### config.mk
export PLATFORM = sky130hd
export DESIGN_NAME = freq_meter
export DESIGN_NICKNAME = d
export VERILOG_FILES = /design/src/rtl/freq_meter.sv
export SDC_FILE = /design/constraint.sdc
export NUM_CORES = 1
export LEC_CHECK = 0
export CAP_MARGIN = 0
export CORE_ASPECT_RATIO = 0.7
export CORE_UTILIZATION = 55
export CTS_CLUSTER_DIAMETER = 40
export DETAILED_ROUTE_END_ITERATION = 7
export PLACE_DENSITY = 0.8
export SYNTH_ARGS = -nofsm -noshare
export SYNTH_HDL_FRONTEND = slang
export SYNTH_SLANG_ARGS = --single-unit
### constraint.sdc
create_clock -name CLK -period 2.21 [get_ports CLK]
set_input_delay 0.3315 -clock CLK [delete_from_list [all_inputs] [get_ports CLK]]
set_output_delay 0.3315 -clock CLK [all_outputs]
set_load 0.02 [all_outputs]
### src/rtl/freq_meter.sv
// Gated edge counter: counts sig_in rising edges over a 2^GATE_BITS-clock window
// and reports the count scaled into an NCO tuning word.
module freq_meter #(
    parameter int PHASE_INC_BITS = 40,
    parameter int GATE_BITS      = 20
) (
    input  logic                      CLK,
    input  logic                      RST,
    input  logic                      sig_in,
    input  logic                      start,
    input  logic                      cont,
    output logic                      busy,
    output logic [PHASE_INC_BITS-1:0] phase_inc,
    output logic                      valid
);

    localparam int SHIFT = PHASE_INC_BITS - GATE_BITS;

    typedef enum logic [1:0] {
        IDLE = 2'd0,
        GATE = 2'd1,
        DONE = 2'd2
    } state_t;

    state_t                    state_q;
    logic [2:0]                sync_q;
    logic                      req_q;
    logic [GATE_BITS-1:0]      gate_cnt_q;
    logic [GATE_BITS-1:0]      edge_cnt_q;
    logic [PHASE_INC_BITS-1:0] phase_inc_q;
    logic                      valid_q;

    logic                      rise;
    logic [GATE_BITS-1:0]      edge_cnt_d;
    logic [PHASE_INC_BITS-1:0] phase_inc_d;

    // sync_q[1] is the second synchronizer stage, sync_q[2] the delayed copy.
    assign rise        = sync_q[1] & ~sync_q[2];
    assign edge_cnt_d  = edge_cnt_q + {{(GATE_BITS-1){1'b0}}, rise};
    assign phase_inc_d = {{SHIFT{1'b0}}, edge_cnt_d} << SHIFT;

    // The request is registered once in IDLE and acted on at the following edge,
    // so a start sampled at edge n opens the gate at edge n+1.
    always_ff @(posedge CLK) begin
        if (RST) begin
            state_q     <= IDLE;
            sync_q      <= '0;
            req_q       <= 1'b0;
            gate_cnt_q  <= '0;
            edge_cnt_q  <= '0;
            phase_inc_q <= '0;
            valid_q     <= 1'b0;
        end else begin
            sync_q  <= {sync_q[1:0], sig_in};
            valid_q <= 1'b0;
            req_q   <= 1'b0;
            case (state_q)
                IDLE: begin
                    if (req_q) begin
                        state_q    <= GATE;
                        gate_cnt_q <= '0;
                        edge_cnt_q <= '0;
                    end else begin
                        req_q <= start | cont;
                    end
                end
                GATE: begin
                    gate_cnt_q <= gate_cnt_q + {{(GATE_BITS-1){1'b0}}, 1'b1};
                    edge_cnt_q <= edge_cnt_d;
                    if (&gate_cnt_q) begin
                        state_q     <= DONE;
                        phase_inc_q <= phase_inc_d;
                        valid_q     <= 1'b1;
                    end
                end
                DONE: begin
                    if (cont) begin
                        state_q    <= GATE;
                        gate_cnt_q <= '0;
                        edge_cnt_q <= '0;
                    end else begin
                        state_q <= IDLE;
                    end
                end
                default: state_q <= IDLE;
            endcase
        end
    end

    assign busy      = (state_q != IDLE);
    assign phase_inc = phase_inc_q;
    assign valid     = valid_q;

endmodule

==> impl_metrics.json <==
{
  "synthFlopType": "dfxtp_1",
  "p_int_mw": 1.722,
  "ys_seq_area_share_pct": 38.59,
  "finalNonFillerCells": 529,
  "start_util_pct": 58.92,
  "p_switching_uw": 574.3,
  "grt_first_pass_wirelength_um": 14680,
  "cap_violations": 0,
  "grt_overflow_total": 0,
  "dpl.cell_count": 517,
  "cts_tree": "built",
  "pre_cts_slack_ns": -0.004396,
  "vias_per_cell": 6.316,
  "crit_path_max_incr_delay_ns": 0.50,
  "place_area_um2": 3850,
  "min_path_type": "in2reg",
  "num_antenna_cells": 0,
  "dieArea_um2": 6647,
  "whs_ns": 0.2007,
  "root_buffer": "clkbuf_8",
  "p_per_area_nw_per_um2": 572.3,
  "cp_cell_sequence": "nor2b_1 > ha_1 > ha_1 > nand3_2 > nor4_1 > a21oi_1 > a311oi_1",
  "ys_types": 49,
  "relSlewSlack_pct": 64.30,
  "setup_viol": 0,
  "yosysMostFrequentCell": "dfxtp_1",
  "power_frac_clock_pct": 37.9,
  "fin_worst_skew_ns": 0.005555,
  "leakagePower_nw": 1.296,
  "path_buf_inv": 0,
  "ys_seq_elements": 67,
  "rsz0062_at_grt": "no",
  "power.share.switching_pct": 25.01,
  "hold_viol": 0,
  "clock_path_buffers": 2,
  "drt-total-wl_um": 8754,
  "power_mw": 2.296,
  "combPwrFrac_pct": 8.8,
  "rows": 23,
  "io_buffers": 26,
  "yosysWarningCount": 0,
  "syn_inst": 418,
  "synthTopCellsByCount": "67 x dfxtp_1, 48 x a21oi_1, 25 x o21ai_0",
  "worst_path_most_repeated_cell": "ha_1",
  "clock_latency_ns": 0.34,
  "avgSynthCellArea_um2": 8.315,
  "post-dp-hpwl_um": 6020,
  "worst_setup_path_start_kind": "register",
  "ctsHoldBuffers": 0,
  "h-tree-depth": 3,
  "synth.largest_area_cell": "dfxtp_1",
  "status": "finished, final reports clean",
  "netlist.area_leader.share_pct": 38.59,
  "tightest_slew_ns": 0.5306,
  "path_class": "reg2reg",
  "irDropWorstVdd_mv": 0.4311,
  "cpLargestDelayFamily": "simple AND/OR/NAND/NOR gates",
  "cts_buffers": 9,
  "async_reset_ff_share_pct": 0,
  "fp.dieH_um": 68.51,
  "synth_edf_count": 0,
  "crit_path_end_kind": "register",
  "drt-initial-drc-count": 259,
  "io-pin-count": 47,
  "antenna_found_initial": 0,
  "grt.total_usage_pct": 28.09,
  "vias": 3341,
  "drc_errors": 0,
  "globalplace.congestion": 0.8405,
  "syn_to_final_growth_pct": 15.44,
  "cp_max_fo": 5,
  "die_w_um": 97.02,
  "fmax_mhz": 484.7,
  "grt_start_max_net_pins": 49,
  "synth.area.top_cells": "dfxtp_1 39%, a21oi_1 6.9%, buf_4 4.3%",
  "min_period_over_period_pct": 93.35,
  "pwr-share-seq_pct": 53.3,
  "drive_gt1_share_pct": 12.11,
  "cp.arrival_ns": 2.31,
  "core_region_area_um2": 5899,
  "final.min_clock_period_ns": 2.063,
  "cts_sinks": 67,
  "drv_slew": 0,
  "synth_area_um2": 3476,
  "dr.pass1.iters": 5,
  "design_area_um2": 4013,
  "nets": 462,
  "crit_slowest_cell": "nor4_1",
  "grt_pass1_vias": 3027,
  "required_ns": 2.46,
  "wl_per_cell_um": 16.55,
  "antenna_left": 0,
  "fin_ws_ns": 0.1470,
  "clkTransAtPathRegs_ns": 0.07
}
-- metrics by stage --
step	setup TNS, ns	util, %
2_1_floorplan	0	-
3_3_place_gp	0	65.26
3_5_place_dp	-0.004396	65.26
4_1_cts	0	67.89
5_1_grt	0	68.02
6_report	0	68.02
-- layout make-up --
cell class	instances	area (µm²)
tap	75	93.84
inverter	6	22.52
sequential	67	1341
clock buffer	12	155.1
fill	503	1887
multi-input combinational	311	1904
timing repair buffer	58	495.5
-- timing repair --
item,in CTS,in global routing
buffers inserted,0,0
resized for setup,0,3
setup endpoints to repair,0,2
-- sequential cells by signal, summed over array words and instances (netlist names) --
name        flops
phase_inc      20
gate_cnt_q     20
edge_cnt_q     20
req_q           1
state_q         2
valid           1
sync_q          3
-- final timing paths --
kind,from,endpoint,slack (ns),depth (start not counted)
max,sync_q[1],edge_cnt_q[14],0.15,7
min,RST,req_q,0.20,2
max reg2reg,sync_q[1],edge_cnt_q[14],0.15,7
min reg2reg,sync_q[0],sync_q[1],0.45,1
-- placed cells by master, fill, tap and decap left out, types with 3 or more instances in the layout --
master            n
inv_1             6
dfxtp_1          67
or3_1            10
o31ai_1           6
a31oi_1           5
and4_1            5
o211ai_1          7
conb_1           20
or4_1            10
xor2_1            4
mux2i_1           3
o21ai_0          25
nor3_1           11
a311oi_1          7
a211oi_1         10
clkbuf_8         11
nand4_1           8
nor2_1           15
a22oi_1           4
clkdlybuf4s50_1  25
nor4_1            8
nand3_1          22
buf_4            32
and3_1            4
a21oi_1          48
ha_1              4
nor2b_1           6
nand2b_1          5
nand2_1          22
xnor2_1          11
a21boi_0          3
-- metal layers --
metal	routed length, µm	share of wire (%)	up-vias	global-route usage, %
li1	-	-	1576	-
met1	4038	46	1583	37.09
met2	3841	44	163	44.98
met3	725	8.3	19	7.258
met4	148	1.7	0	10.82
met5	0	0	-	0
-- cell families (layout without fill, tap and decap cells) --
logic type | after synthesis | in the layout | share of synthesized area [%]
fa+ha+maj | 4 | 4 | 1.440
other cells | 1 | 20 | 0.1079
flops | 67 | 67 | 38.59
compound gates | 129 | 129 | 23.29
buf+inv | 59 | 76 | 9.071
xor+xnor | 15 | 15 | 3.780
simple gates | 140 | 140 | 22.86
mux | 3 | 3 | 0.8640
-- power by group through the flow --
stage                     combinational [mW]  sequential (mW)  clock [mW]
after floorplan                        0.163             1.25           0
after detailed placement               0.197             1.25           0
after global routing                   0.219             1.22       0.929
after CTS                              0.198             1.22       0.876
final                                  0.203             1.22       0.870
after global placement                 0.192             1.25           0
Note: power is estimated with default switching activity, not from simulation.
